**src/rtl/decode_stage_pkg.sv**
```systemverilog
// -----------------------------------------------------------------------------
// decode_stage_pkg
//   Shared definitions for the instruction decode stage: instruction group
//   codes, FSM state type, the decoded-field bundle and the group classifier.
//   Imported by decode_stage and decode_stage_instr_fields.
// -----------------------------------------------------------------------------
package decode_stage_pkg;

    // Instruction group codes presented on out_group.
    localparam logic [3:0] GROUP_CRVMATH       = 4'd0;
    localparam logic [3:0] GROUP_RJMP          = 4'd1;
    localparam logic [3:0] GROUP_CRRMATH       = 4'd2;
    localparam logic [3:0] GROUP_CRSMATH       = 4'd3;
    localparam logic [3:0] GROUP_WRRMATH       = 4'd4;
    localparam logic [3:0] GROUP_WRRMATH_MEM   = 4'd5;
    localparam logic [3:0] GROUP_WRSMATH       = 4'd6;
    localparam logic [3:0] GROUP_WRSMATH_STACK = 4'd7;
    localparam logic [3:0] GROUP_SFLAG         = 4'd8;
    localparam logic [3:0] GROUP_UFLAG         = 4'd9;
    localparam logic [3:0] GROUP_SPECIAL       = 4'd10;
    localparam logic [3:0] GROUP_SPECIAL_LONG  = 4'd11;

    // Largest supported number of extension words behind a SPECIAL_LONG word.
    localparam int LONG_WORDS_MAX = 3;

    // Width of the extension-word counter; covers slots 0..LONG_WORDS_MAX-1.
    localparam int EXT_CNT_W = 2;

    typedef enum logic {
        S_OP  = 1'b0,   // expecting an opcode word
        S_EXT = 1'b1    // collecting extension words of a SPECIAL_LONG
    } state_e;

    // All fields extracted from one 16-bit opcode word.
    typedef struct packed {
        logic [3:0] group;
        logic [3:0] operator;
        logic [2:0] rg1;
        logic [2:0] rg2;
        logic [7:0] val;
        logic [7:0] flags;
        logic [9:0] rel_addr;
    } fields_t;

    // Classify an opcode word into its instruction group from word[4:0],
    // refined by the top bits for the MEM / STACK / LONG variants.
    function automatic logic [3:0] decode_group(input logic [15:0] word);
        logic [3:0] grp;
        grp = GROUP_SPECIAL;
        casez (word[4:0])
            5'b????0: grp = GROUP_CRVMATH;
            5'b???01: grp = GROUP_RJMP;
            5'b00111: grp = GROUP_CRRMATH;
            5'b01111: grp = GROUP_CRSMATH;
            5'b10111: begin
                case (word[15:12])
                    4'h8, 4'h9, 4'hA, 4'hC, 4'hD, 4'hE: grp = GROUP_WRRMATH_MEM;
                    default:                            grp = GROUP_WRRMATH;
                endcase
            end
            5'b11111: grp = (word[15:13] == 3'b111) ? GROUP_WRSMATH_STACK : GROUP_WRSMATH;
            5'b00011: grp = GROUP_SFLAG;
            5'b10011: grp = GROUP_UFLAG;
            5'b11011: grp = (word[15:14] == 2'b11) ? GROUP_SPECIAL_LONG : GROUP_SPECIAL;
            default:  grp = GROUP_SPECIAL;
        endcase
        return grp;
    endfunction

endpackage

```
**src/rtl/decode_stage_instr_fields.sv**
```systemverilog
// -----------------------------------------------------------------------------
// decode_stage_instr_fields
//   Purely combinational split of a 16-bit instruction word into its fields.
//   Ports:
//     word      in   16  instruction word
//     group     out  4   GROUP_* code
//     operator  out  4   word[15:12]
//     rg1       out  3   word[0] ? word[7:5] : word[3:1]
//     rg2       out  3   word[10:8]
//     val       out  8   word[11:4]
//     flags     out  8   word[15:8]
//     rel_addr  out  10  word[11:2]
// -----------------------------------------------------------------------------
module decode_stage_instr_fields
    import decode_stage_pkg::*;
(
    input  logic [15:0] word,
    output logic [3:0]  group,
    output logic [3:0]  operator,
    output logic [2:0]  rg1,
    output logic [2:0]  rg2,
    output logic [7:0]  val,
    output logic [7:0]  flags,
    output logic [9:0]  rel_addr
);

    assign group    = decode_group(word);
    assign operator = word[15:12];
    // Bit 0 selects which nibble carries the first register operand.
    assign rg1      = word[0] ? word[7:5] : word[3:1];
    assign rg2      = word[10:8];
    assign val      = word[11:4];
    assign flags    = word[15:8];
    assign rel_addr = word[11:2];

endmodule

```
**src/rtl/decode_stage.sv**
```systemverilog
// -----------------------------------------------------------------------------
// decode_stage
//   Registered, back-pressured decode stage between fetch and execute.
//   Decodes each opcode word, assembles SPECIAL_LONG instructions from their
//   extension words, pre-computes relative jump targets and supports flush.
//   Ports:
//     clk, reset          clock, synchronous active-high reset
//     flush               synchronous pipeline flush
//     in_word/in_pc       word from fetch and its address
//     in_valid/in_ready   fetch handshake
//     out_valid/out_ready execute handshake
//     out_group .. out_rel_addr   decoded fields of the opcode word
//     out_jump_target     opcode pc + sign-extended rel_addr (mod 2^PC_W)
//     out_ext             extension words, word k in bits [16k+15:16k]
//     out_long            instruction is SPECIAL_LONG
//     out_pc              address of the opcode word
//   PC_W must exceed 10; LONG_WORDS must be 1..LONG_WORDS_MAX.
// -----------------------------------------------------------------------------
module decode_stage
    import decode_stage_pkg::*;
#(
    parameter int PC_W       = 16,
    parameter int LONG_WORDS = 1
) (
    input  logic                    clk,
    input  logic                    reset,
    input  logic                    flush,
    input  logic [15:0]             in_word,
    input  logic [PC_W-1:0]         in_pc,
    input  logic                    in_valid,
    output logic                    in_ready,
    output logic                    out_valid,
    input  logic                    out_ready,
    output logic [3:0]              out_group,
    output logic [3:0]              out_operator,
    output logic [2:0]              out_rg1,
    output logic [2:0]              out_rg2,
    output logic [7:0]              out_val,
    output logic [7:0]              out_flags,
    output logic [9:0]              out_rel_addr,
    output logic [PC_W-1:0]         out_jump_target,
    output logic [16*LONG_WORDS-1:0] out_ext,
    output logic                    out_long,
    output logic [PC_W-1:0]         out_pc
);

    localparam logic [EXT_CNT_W-1:0] LAST_SLOT = EXT_CNT_W'(LONG_WORDS - 1);

    // ------------------------------------------------------------------
    // Field decode of the incoming word
    // ------------------------------------------------------------------
    logic [3:0] dec_group;
    logic [3:0] dec_operator;
    logic [2:0] dec_rg1;
    logic [2:0] dec_rg2;
    logic [7:0] dec_val;
    logic [7:0] dec_flags;
    logic [9:0] dec_rel_addr;
    fields_t    dec;

    decode_stage_instr_fields u_fields (
        .word     (in_word),
        .group    (dec_group),
        .operator (dec_operator),
        .rg1      (dec_rg1),
        .rg2      (dec_rg2),
        .val      (dec_val),
        .flags    (dec_flags),
        .rel_addr (dec_rel_addr)
    );

    assign dec = '{group:    dec_group,
                   operator: dec_operator,
                   rg1:      dec_rg1,
                   rg2:      dec_rg2,
                   val:      dec_val,
                   flags:    dec_flags,
                   rel_addr: dec_rel_addr};

    // Jump target adder; wraps modulo 2^PC_W. Only the opcode word's pc
    // feeds it, so a long instruction's target is captured at opcode time.
    logic [PC_W-1:0] rel_sext;
    logic [PC_W-1:0] target_sum;

    assign rel_sext   = {{(PC_W-10){dec_rel_addr[9]}}, dec_rel_addr};
    assign target_sum = in_pc + rel_sext;

    // ------------------------------------------------------------------
    // State
    // ------------------------------------------------------------------
    state_e                          state_q, state_d;
    logic [EXT_CNT_W-1:0]            ext_cnt_q, ext_cnt_d;
    fields_t                         pend_q, pend_d;
    logic [PC_W-1:0]                 pend_pc_q, pend_pc_d;
    logic [PC_W-1:0]                 pend_target_q, pend_target_d;
    logic [LONG_WORDS-1:0][15:0]     ext_q, ext_d;

    logic                            out_valid_q, out_valid_d;
    fields_t                         out_fields_q, out_fields_d;
    logic [PC_W-1:0]                 out_target_q, out_target_d;
    logic [LONG_WORDS-1:0][15:0]     out_ext_q, out_ext_d;
    logic                            out_long_q, out_long_d;
    logic [PC_W-1:0]                 out_pc_q, out_pc_d;

    // ------------------------------------------------------------------
    // Handshake
    // ------------------------------------------------------------------
    logic can_load;
    logic ext_more;
    logic in_ready_int;
    logic xfer;

    assign can_load     = !out_valid_q || out_ready;
    // Non-final extension words never touch the output register, so they
    // may be taken even while execute is stalling.
    assign ext_more     = (state_q == S_EXT) && (ext_cnt_q != LAST_SLOT);
    assign in_ready_int = !flush && (can_load || ext_more);
    assign xfer         = in_valid && in_ready_int;
    assign in_ready     = in_ready_int;

    // ------------------------------------------------------------------
    // Next-state logic
    // ------------------------------------------------------------------
    always_comb begin
        state_d       = state_q;
        ext_cnt_d     = ext_cnt_q;
        pend_d        = pend_q;
        pend_pc_d     = pend_pc_q;
        pend_target_d = pend_target_q;
        ext_d         = ext_q;

        // A consumed output drops unless something reloads it below.
        out_valid_d   = out_valid_q && !out_ready;
        out_fields_d  = out_fields_q;
        out_target_d  = out_target_q;
        out_ext_d     = out_ext_q;
        out_long_d    = out_long_q;
        out_pc_d      = out_pc_q;

        if (flush) begin
            // Discard any partially assembled long instruction.
            out_valid_d   = 1'b0;
            state_d       = S_OP;
            ext_cnt_d     = '0;
            pend_d        = '0;
            pend_pc_d     = '0;
            pend_target_d = '0;
            ext_d         = '0;
        end else if (xfer) begin
            case (state_q)
                S_OP: begin
                    if (dec_group == GROUP_SPECIAL_LONG) begin
                        pend_d        = dec;
                        pend_pc_d     = in_pc;
                        pend_target_d = target_sum;
                        ext_cnt_d     = '0;
                        state_d       = S_EXT;
                    end else begin
                        out_valid_d  = 1'b1;
                        out_fields_d = dec;
                        out_target_d = target_sum;
                        out_ext_d    = '0;
                        out_long_d   = 1'b0;
                        out_pc_d     = in_pc;
                    end
                end
                S_EXT: begin
                    for (int k = 0; k < LONG_WORDS; k++) begin
                        if (ext_cnt_q == EXT_CNT_W'(k)) begin
                            ext_d[k] = in_word;
                        end
                    end
                    if (ext_cnt_q == LAST_SLOT) begin
                        // ext_d already holds the final word in its slot.
                        out_valid_d  = 1'b1;
                        out_fields_d = pend_q;
                        out_target_d = pend_target_q;
                        out_ext_d    = ext_d;
                        out_long_d   = 1'b1;
                        out_pc_d     = pend_pc_q;
                        state_d      = S_OP;
                        ext_cnt_d    = '0;
                    end else begin
                        ext_cnt_d = ext_cnt_q + 1'b1;
                    end
                end
                default: begin
                    state_d = S_OP;
                end
            endcase
        end
    end

    // ------------------------------------------------------------------
    // Registers
    // ------------------------------------------------------------------
    always_ff @(posedge clk) begin
        if (reset) begin
            state_q       <= S_OP;
            ext_cnt_q     <= '0;
            pend_q        <= '0;
            pend_pc_q     <= '0;
            pend_target_q <= '0;
            ext_q         <= '0;
            out_valid_q   <= 1'b0;
            out_fields_q  <= '0;
            out_target_q  <= '0;
            out_ext_q     <= '0;
            out_long_q    <= 1'b0;
            out_pc_q      <= '0;
        end else begin
            state_q       <= state_d;
            ext_cnt_q     <= ext_cnt_d;
            pend_q        <= pend_d;
            pend_pc_q     <= pend_pc_d;
            pend_target_q <= pend_target_d;
            ext_q         <= ext_d;
            out_valid_q   <= out_valid_d;
            out_fields_q  <= out_fields_d;
            out_target_q  <= out_target_d;
            out_ext_q     <= out_ext_d;
            out_long_q    <= out_long_d;
            out_pc_q      <= out_pc_d;
        end
    end

    // ------------------------------------------------------------------
    // Outputs
    // ------------------------------------------------------------------
    assign out_valid       = out_valid_q;
    assign out_group       = out_fields_q.group;
    assign out_operator    = out_fields_q.operator;
    assign out_rg1         = out_fields_q.rg1;
    assign out_rg2         = out_fields_q.rg2;
    assign out_val         = out_fields_q.val;
    assign out_flags       = out_fields_q.flags;
    assign out_rel_addr    = out_fields_q.rel_addr;
    assign out_jump_target = out_target_q;
    assign out_ext         = out_ext_q;
    assign out_long        = out_long_q;
    assign out_pc          = out_pc_q;

endmodule

```
**config.mk**
```make
export PLATFORM = sky130hd
export DESIGN_NAME = decode_stage
export DESIGN_NICKNAME = d
export VERILOG_FILES = /design/src/rtl/decode_stage_pkg.sv /design/src/rtl/decode_stage_instr_fields.sv /design/src/rtl/decode_stage.sv
export SDC_FILE = /design/constraint.sdc
export NUM_CORES = 1
export LEC_CHECK = 0
export CAP_MARGIN = 20
export CELL_PAD_IN_SITES_DETAIL_PLACEMENT = 1
export CELL_PAD_IN_SITES_GLOBAL_PLACEMENT = 2
export CORE_MARGIN = 8
export CORE_UTILIZATION = 35
export DETAILED_ROUTE_END_ITERATION = 8
export PLACE_DENSITY_LB_ADDON = 0.1
export SLEW_MARGIN = 20
export SYNTH_ARGS = -nofsm -noshare
export SYNTH_HDL_FRONTEND = slang
export SYNTH_HIERARCHICAL = 1
export SYNTH_SLANG_ARGS = --single-unit
```
**constraint.sdc**
```tcl
create_clock -name clk -period 5.1 [get_ports clk]
set_clock_uncertainty 0.2 [all_clocks]
set_input_delay 1.02 -clock clk [delete_from_list [all_inputs] [get_ports clk]]
set_output_delay 1.02 -clock clk [all_outputs]
set_load 0.03 [all_outputs]
```
==> run summary, run 1 <==
Pre-antenna DRT Iters: 4
H-tree lvl count: 4
Most frequent cell after synthesis: dfxtp_1
Final GP Congestion: 0.756
Share of cells above drive strength 1: 0.0746
Layout net count: 1,114
N_diodes: 0
Synth top cells by count: dfxtp_1 (181), nand2_1 (139), nor2_1 (136), a21oi_1 (102), a211oi_1 (79)
Yosys warning count: 6
Post-DR wirelength/cell: 18.8 um
Final Core Density: 0.432
CTS clk-pin slew, worst paths: 0.08 ns
Grt total ovfl: 0
# IOs: 128
Met1 GRT Util: 0.261
Antenna viol nets, final: 0
DR vias: 7,125
Number of cells on the worst reg-to-reg path: 7
Initial Util: 0.352
Site Rows: 57
Mapped Area: 0.00847 mm2
Clock Tree Root: clkbuf_16
Number of buffers created by CTS: 17
DRT iter0 DRCs: 388
Register share of total power: 0.441
Critical path data required time: 5.26 ns
Via density: 5.10
Latest clock arrival within the worst-skew pair: 0.43 ns
Die footprint: 0.0294 mm2
Worst vdd ir: 189 uV
Synth top area cells: dfxtp_1 (43%), mux2i_1 (9.2%), a211oi_1 (7.0%)
Post-Syn Area per Cell: 8.49 um2
Min cycle time layout: 3.76 ns
Crit start category: input port
Max-slew violation count: 0
Core area: 0.0240 mm2
Period utilization: 0.738
First-pass GRT wire length: 41,500 um
Worst rel slew slack: 0.337
Die W: 172 um
Final instance area: 0.0104 mm2
Sw Ratio: 0.292
Post-Place Cells: 1,364
Largest net degree at the start of global routing: 74
Synth Flop Type: dfxtp_1
Max_cap viols: 0
Hold Vio Cnt, Final: 0
Pwr/cell area: 322 mW/mm2
Crit-path max FO: 28
Gr busiest metal: met2
Synthesized instance count: 998
Clock Path Buffers: 2
Worst EP arrival: 3.93 ns
Min-delay worst type: register to register
Non-Filler Instances: 1,396
Async SR Flop Fraction: 0
Initial antenna violation count: 0
Hold-critical path depth: 2
Synth top area share: 0.428
Critical path type: input port to register
Fmax: 0.266 GHz
Post-cts resize count: 0
Leak Pwr: 3.64 nW
Seq cells post-synth: 181
Post-route setup TNS: 0 ns
P_sw: 976 uW
Met2 Use GR: 0.273
Area post-placement: 0.00978 mm2
Post-synth EDFFs: 0
Total track usage: 0.181
Post-cts hold buffer count: 0
Syn nets: 1,053
Area growth syn-to-layout: 22.5%
Vias in the first global route: 7,037
Synth area leader: dfxtp_1
Worst Hold Slack: 0.256 ns
Clock sink count: 181
Clock power frac: 0.406
Tightest Pin Transition: 0.994 ns
RSZ-0062 raised after global routing: false
TritonCTS clock tree: built
Comb pwr share: 0.153
Final HPWL DP: 18,000 um
Run status: complete, no violations
I/O Buffers: 127
Residual DRC: 0
Setup Fix Bufs, Post-CTS: 0
Distinct cell type count after synthesis: 57
Final setup viols: 0
Die Ht: 172 um
Drt total wl: 26,300 um
GR Layer Usage met3: 0.0294
Sequential area share after synthesis: 0.428
Crit end category: register
Internal power: 2.36 mW
-- cell usage in the layout, fill, tap and decap left out, drive strengths merged, types with 3 or more instances in the layout --
| master | count |
|---|---|
| inv | 15 |
| dfxtp | 181 |
| mux2i | 78 |
| nor3 | 24 |
| ha | 17 |
| mux2 | 3 |
| or3 | 6 |
| clkdlybuf4s50 | 126 |
| nor2b | 5 |
| nand4 | 4 |
| xnor2 | 5 |
| a21o | 8 |
| a211oi | 82 |
| o21ai | 14 |
| clkbuf | 18 |
| buf | 23 |
| nand2b | 3 |
| nand3 | 17 |
| a221oi | 7 |
| nand2 | 141 |
| o211ai | 5 |
| nor2 | 138 |
| and3 | 13 |
| clkinv | 5 |
| a21oi | 107 |
-- power groups by stage --
stage	Clock, mW	Combinational (mW)	Sequential, mW
floorplan	0	0.253	1.58
global placement	0	0.512	1.51
detailed placement	0	0.514	1.51
CTS	1.39	0.517	1.47
global route	1.45	0.553	1.48
finish	1.35	0.510	1.47
-- cells by family (layout without fill, tap and decap cells) --
family | count (synthesis) | after routing | share of synthesized area
AOI/OAI and AO/OA | 239 | 239 | 0.190
xor gates and xnor gates | 7 | 7 | 0.00724
adders and majority gates | 18 | 18 | 0.0275
buffers and inverters | 115 | 189 | 0.0731
DFF | 181 | 181 | 0.428
muxes | 81 | 81 | 0.0962
and+or+nand+nor | 357 | 357 | 0.178
-- path summary, 6_finish.rpt --
kind	slack, ns	from	endpoint
min	0.26	pend_q[4]	pend_q[4]
min reg2reg	0.26	pend_q[4]	pend_q[4]
max	1.34	in_word[2]	out_operator[3]
max reg2reg	1.95	state_q	pend_target_q[2]
-- metrics by stage --
step	worst slack, ns	total power [mW]
6_report	1.34	3.34
5_1_grt	1.14	3.48
3_3_place_gp	0.919	2.02
3_5_place_dp	0.889	2.02
4_1_cts	1.35	3.38
2_1_floorplan	2.03	1.83
-- layout make-up --
| type | count | area [um2] |
|---|---|---|
| Timing Repair Buffer | 149 | 1470 |
| Multi-Input combinational cell | 702 | 4240 |
| Sequential cell | 181 | 3630 |
| Clock inverter | 14 | 159 |
| Fill cell | 2813 | 13700 |
| Inverter | 8 | 30.0 |
| Clock buffer | 18 | 439 |
| Tap cell | 324 | 405 |
-- registers in the layout, summed over array words and instances (netlist names), 10 cells and up --
register         count
ext_q               16
out_ext             16
out_jump_target     16
out_pc              16
out_rel_addr        10
pend_pc_q           16
pend_q              40
pend_target_q       16
-- per-layer routing --
layer  wire length (um)  up-vias
met5                  0        -
met4                337        0
met3                981       18
met2              11500      109
met1              13500     3414
li1                   -     3584
-- critical path, stage by stage --
cell	delay, ns
clkdlybuf4s50_1	0.78
o211ai_1	0.14
o311a_1	0.37
and4b_1	0.26
a21oi_4	0.55
buf_4	0.42
and3_1	0.21
a221oi_1	0.05
nor2_1	0.12
Note: power is estimated with default switching activity, not from simulation.
==> run 2, diff against run 1 <==
--- a/config.mk
+++ b/config.mk
@@ -9,7 +9,7 @@
 export CELL_PAD_IN_SITES_DETAIL_PLACEMENT = 1
 export CELL_PAD_IN_SITES_GLOBAL_PLACEMENT = 2
 export CORE_MARGIN = 8
-export CORE_UTILIZATION = 35
+export CORE_UTILIZATION = 30
 export DETAILED_ROUTE_END_ITERATION = 8
 export PLACE_DENSITY_LB_ADDON = 0.1
 export SLEW_MARGIN = 20
==> constraint.sdc (replaced) <==
create_clock -name clk -period 3.2 [get_ports clk]
set_clock_uncertainty 0.2 [all_clocks]
set_input_delay 0.64 -clock clk [delete_from_list [all_inputs] [get_ports clk]]
set_output_delay 0.64 -clock clk [all_outputs]
set_load 0.03 [all_outputs]
==> run 2 against run 1 <==
- worst setup slack got worse by 1.0 ns
- first-iteration DRC count increased by 1.3%
- clock power increased by 67%
- combinational power increased by 82%
- hold slack about the same
- via count increased by 3.9%
- sequential share of layout area decreased by 2.7 points
- critical path depth decreased by 4
- utilization decreased by 2.7 points
- global-route usage decreased by 1.0 points
- non-clock buffer count increased by 75
- design area increased by 8.3%
==> run summary, run 2 (same netlist as run 1, synthesis figures left out) <==
Clock Tree Root: clkbuf_16
Pre-antenna DRT Iters: 4 (unchanged)
I/O Buffers: 127 (unchanged)
Die W: 184 um (+7.3%)
Max-slew violation count: 0 (unchanged)
Post-route setup TNS: 0 ns (unchanged)
Pwr/cell area: 491 mW/mm2 (+53%)
Leak Pwr: 4.08 nW (+12%)
Grt total ovfl: 0 (unchanged)
Critical path data required time: 2.36 ns (-2.90 ns)
Crit-path slowest cell: clkdlybuf4s50_1
Layout net count: 1,189 (+6.7%)
Run status: complete, no violations
Post-cts resize count: 0 (unchanged)
Worst vdd ir: 251 uV (+33%)
Die Ht: 184 um (+7.3%)
Drt total wl: 28,600 um (+8.7%)
Tightest Pin Transition: 0.632 ns (-0.362 ns)
Site Rows: 61 (+7.0%)
Final GP Congestion: 0.800 (+5.7%)
Via density: 4.85 (-4.9%)
Crit start category: register
Antenna viol nets, final: 0 (unchanged)
Worst Hold Slack: 0.256 ns (-0.000403 ns)
Max_cap viols: 0 (unchanged)
Most common cell after layout, fill and taps aside: dfxtp_1
H-tree lvl count: 4 (unchanged)
Overall power: 5.53 mW (+66%)
Post-cts hold buffer count: 0 (unchanged)
Slowest stage delay, CP: 0.69 ns (-0.09 ns)
Clock Path Buffers: 2 (unchanged)
Worst EP arrival: 2.05 ns (-1.88 ns)
# IOs: 128 (unchanged)
Crit-path max FO: 2 (-93%)
Crit end category: primary output
Core area: 0.0278 mm2 (+16%)
N_diodes: 0 (unchanged)
DRT iter0 DRCs: 393 (+1.3%)
Worst rel slew slack: 0.579 (+0.241)
Residual DRC: 0 (unchanged)
Largest net degree at the start of global routing: 49 (-34%)
First-pass GRT wire length: 44,800 um (+7.9%)
Period utilization: 0.904
Final HPWL DP: 20,900 um (+16%)
Area growth syn-to-layout: 32.7%
Top reg by flops: pend_q
Number of buffers created by CTS: 17 (unchanged)
Min-delay worst type: register to register
Initial Util: 0.305 (-0.0475)
Most frequent cells in the layout: dfxtp_1 (180), nand2_1 (139), nor2_1 (136)
CTS clk-pin slew, worst paths: 0.07 ns (about the same)
RSZ-0062 raised after global routing: false
Cells along the critical path: inv_1 > ha_1 > nand2b_1 > a21oi_1 > clkdlybuf4s50_1
Die footprint: 0.0339 mm2 (+15%)
Setup Fix Bufs, Post-CTS: 0 (unchanged)
Fmax: 0.346 GHz
DR vias: 7,400 (+3.9%)
Hold Vio Cnt, Final: 0 (unchanged)
Vias in the first global route: 7,511 (+6.7%)
Latest clock arrival within the worst-skew pair: 0.44 ns (about the same)
Total track usage: 0.171 (-0.0101)
Final setup viols: 0 (unchanged)
Post-DR wirelength/cell: 18.7 um (-0.52%)
Critical path type: register to primary output
Min cycle time layout: 2.89 ns
TritonCTS clock tree: built
Clock sink count: 181 (unchanged)
Initial antenna violation count: 0 (unchanged)
Max reg flops: 40 (unchanged)
Fill count: 3,294 (+17%)
Share of cells above drive strength 1: 0.135 (+0.0605)
[run 2: final cells by class]
| cell class | count | area [um2] | share of cell area |
|---|---|---|---|
| inverter | 8 | 30.0 | 0.00267 |
| tap | 378 | 473 | 0.0421 |
| sequential | 181 | 3630 | 0.323 |
| multi-input combinational | 702 | 4240 | 0.378 |
| clock buffer | 18 | 439 | 0.0391 |
| timing repair buffer | 224 | 2250 | 0.200 |
| clock inverter | 14 | 181 | 0.0161 |
[run 2: worst paths after layout]
path	startpoint	depth (start not counted)	to	slack, ns
worst max-delay path	ext_cnt_q[0]	5	in_ready	0.31
worst min-delay path	pend_q[13]	2	pend_q[13]	0.26
worst min register to register	pend_q[13]	2	pend_q[13]	0.26
worst max register to register	state_q	6	out_jump_target[12]	0.99
[run 2: critical path, delay by kind of cell, from the launching register on]
family | cells | cell delay [ns]
buffers and inverters | 2 | 0.75
flip-flops | 1 | 0.33
AND/OR/NAND/NOR | 1 | 0.16
adder cells (fa/ha/maj) | 1 | 0.21
AO/OA/AOI/OAI | 1 | 0.16
[run 2: power by group]
part	total [mW]	switching [mW]	internal (mW)
sequential	2.35	0.0375	2.31
combinational	0.926	0.530	0.396
clock	2.25	1.09	1.16
total	5.53	1.66	3.86
[run 2: stage by stage]
stage / cell area, um2 / utilization / setup slack, ns / std cells
final: 11200 / 0.405 / 0.309 / 1525
after global routing: 11200 / 0.405 / 0.167 / 1525
after CTS: 11200 / 0.405 / 0.276 / 1525
after detailed placement: 10600 / 0.382 / -0.124 / 1493
after global placement: 10600 / 0.382 / -0.0942 / 1493
after floorplan: 8470 / - / 0.509 / 998
[run 2: layer usage]
| layer | wire length (um) | part of all wire | track usage | vias to the layer above |
|---|---|---|---|---|
| met5 | 0 | 0 | 0 | - |
| met4 | 231 | 0.0081 | 0.0319 | 0 |
| met3 | 1100 | 0.038 | 0.0344 | 18 |
| met2 | 12600 | 0.44 | 0.268 | 110 |
| met1 | 14600 | 0.51 | 0.239 | 3538 |
| li1 | - | - | - | 3734 |
==> run 3, diff against run 2 <==
--- a/config.mk
+++ b/config.mk
@@ -11,6 +11,7 @@
 export CORE_MARGIN = 8
 export CORE_UTILIZATION = 30
 export DETAILED_ROUTE_END_ITERATION = 8
+export MAX_ROUTING_LAYER = met4
 export PLACE_DENSITY_LB_ADDON = 0.1
 export SLEW_MARGIN = 20
 export SYNTH_ARGS = -nofsm -noshare
==> run 3 against run 2 <==
- fmax up 0.22%
- first-iteration DRC count up 1.3%
- final cell count unchanged
- count of clock-buffer cells in the layout unchanged
- sequential cell count unchanged
- sequential power about the same
- wire length down 0.13%
- register-to-register slack about the same
- largest cell class unchanged
==> run summary, run 3 (same netlist as run 1, synthesis figures left out) <==
N_diodes: 0 (unchanged)
Crit start category: register
Pwr/cell area: 491 mW/mm2 (about the same)
Leak Pwr: 4.08 nW (unchanged)
Share of cells above drive strength 1: 0.135 (unchanged)
Core area: 0.0278 mm2 (unchanged)
# IOs: 128 (unchanged)
Latest clock arrival within the worst-skew pair: 0.43 ns (about the same)
Drt total wl: 28,500 um (-0.13%)
Number of buffers created by CTS: 17 (unchanged)
I/O Buffers: 127 (unchanged)
TritonCTS clock tree: built
R2R Path Start: state_q
Site Rows: 61 (unchanged)
Initial Util: 0.305 (unchanged)
Fmax: 0.347 GHz (+0.22%)
Largest net degree at the start of global routing: 49 (unchanged)
Max-slew violation count: 0 (unchanged)
Top reg by flops: pend_q
Run status: complete, no violations
Final HPWL DP: 20,900 um (unchanged)
Final GP Congestion: 0.811 (+1.4%)
H-tree lvl count: 4 (unchanged)
Initial antenna violation count: 0 (unchanged)
Period utilization: 0.902 (-0.00201)
Slowest stage delay, CP: 0.69 ns (about the same)
Max reg flops: 40 (unchanged)
Grt total ovfl: 0 (unchanged)
Max_cap viols: 0 (unchanged)
Critical path type: register to primary output
Die Ht: 184 um (unchanged)
Clock Path Buffers: 2 (unchanged)
Min-delay worst type: register to register
Post-cts hold buffer count: 0 (unchanged)
Worst EP arrival: 2.04 ns (about the same)
Area growth syn-to-layout: 32.7% (unchanged)
Die footprint: 0.0339 mm2 (unchanged)
Die W: 184 um (unchanged)
Min cycle time layout: 2.88 ns (-0.00644 ns)
DRT iter0 DRCs: 398 (+1.3%)
Worst Hold Slack: 0.256 ns (+0.0000110 ns)
DR vias: 7,403 (+0.041%)
Vias in the first global route: 7,513 (+0.027%)
Layout net count: 1,189 (unchanged)
Cells along the critical path: inv_1 > ha_1 > nand2b_1 > a21oi_1 > clkdlybuf4s50_1
Crit-path max FO: 2 (unchanged)
Tightest Pin Transition: 0.642 ns (+0.0101 ns)
Total track usage: 0.175 (+0.00447)
RSZ-0062 raised after global routing: false
Setup Fix Bufs, Post-CTS: 0 (unchanged)
Pre-antenna DRT Iters: 4 (unchanged)
Overall power: 5.52 mW (about the same)
First-pass GRT wire length: 44,700 um (-0.19%)
Clock Tree Root: clkbuf_16
Residual DRC: 0 (unchanged)
Worst Setup SP: ext_cnt_q[0]
Crit end category: primary output
Final setup viols: 0 (unchanged)
Critical path data required time: 2.36 ns (about the same)
Antenna viol nets, final: 0 (unchanged)
Worst vdd ir: 245 uV (-2.3%)
Hold path startpoint: pend_q[13]
Clock sink count: 181 (unchanged)
Post-cts resize count: 0 (unchanged)
Crit-path slowest cell: clkdlybuf4s50_1
Worst rel slew slack: 0.572 (-0.00675)
Most frequent cells in the layout: dfxtp_1 (180), nand2_1 (139), nor2_1 (136)
Hold Vio Cnt, Final: 0 (unchanged)
Via density: 4.85 (about the same)
Post-DR wirelength/cell: 18.7 um (-0.13%)
Most common cell after layout, fill and taps aside: dfxtp_1
CTS clk-pin slew, worst paths: 0.07 ns (about the same)
-- run 3: per-stage QoR --
stage	setup WS, ns	TNS, ns	cell area, um2	utilization	cells
after floorplan	0.509	0	8470	-	998
final	0.315	0	11200	0.405	1525
after detailed placement	-0.124	-8.23	10600	0.382	1493
after CTS	0.276	0	11200	0.405	1525
after global placement	-0.0942	-3.62	10600	0.382	1493
after global routing	0.162	0	11200	0.405	1525
-- run 3: layout make-up --
type / instances / area [um2]
Sequential cell: 181 / 3630
Clock buffer: 18 / 439
Fill cell: 3294 / 16500
Timing Repair Buffer: 224 / 2250
Multi-Input combinational cell: 702 / 4240
Inverter: 8 / 30.0
Clock inverter: 14 / 181
Tap cell: 378 / 473
-- run 3: worst paths after layout --
check | endpoint | slack, ns | cells after the start
setup / recovery | in_ready | 0.32 | 5
hold / removal | pend_q[13] | 0.26 | 2
setup reg to reg | out_jump_target[12] | 0.99 | 6
hold reg to reg | pend_q[13] | 0.26 | 2
-- run 3: critical path: cells and delay by family (launching register included) --
kind                       cells  cell delay, ns
adders and majority gates      1            0.21
and+or+nand+nor                1            0.16
DFF                            1            0.33
buffers and inverters          2            0.75
AOI/OAI and AO/OA              1            0.16
-- run 3: per-layer routing --
metal  part of all wire  global-route usage  up-vias
met5                  0                   -        -
met3              0.031              0.0281       11
met2               0.44               0.267      118
met1               0.52               0.243     3541
met4             0.0054              0.0319        0
li1                   -                   -     3733
-- run 3: power by group --
part / internal, mW / switching (mW)
Sequential: 2.31 / 0.0376
Combinational: 0.396 / 0.530
Clock: 1.16 / 1.09
Total: 3.86 / 1.66
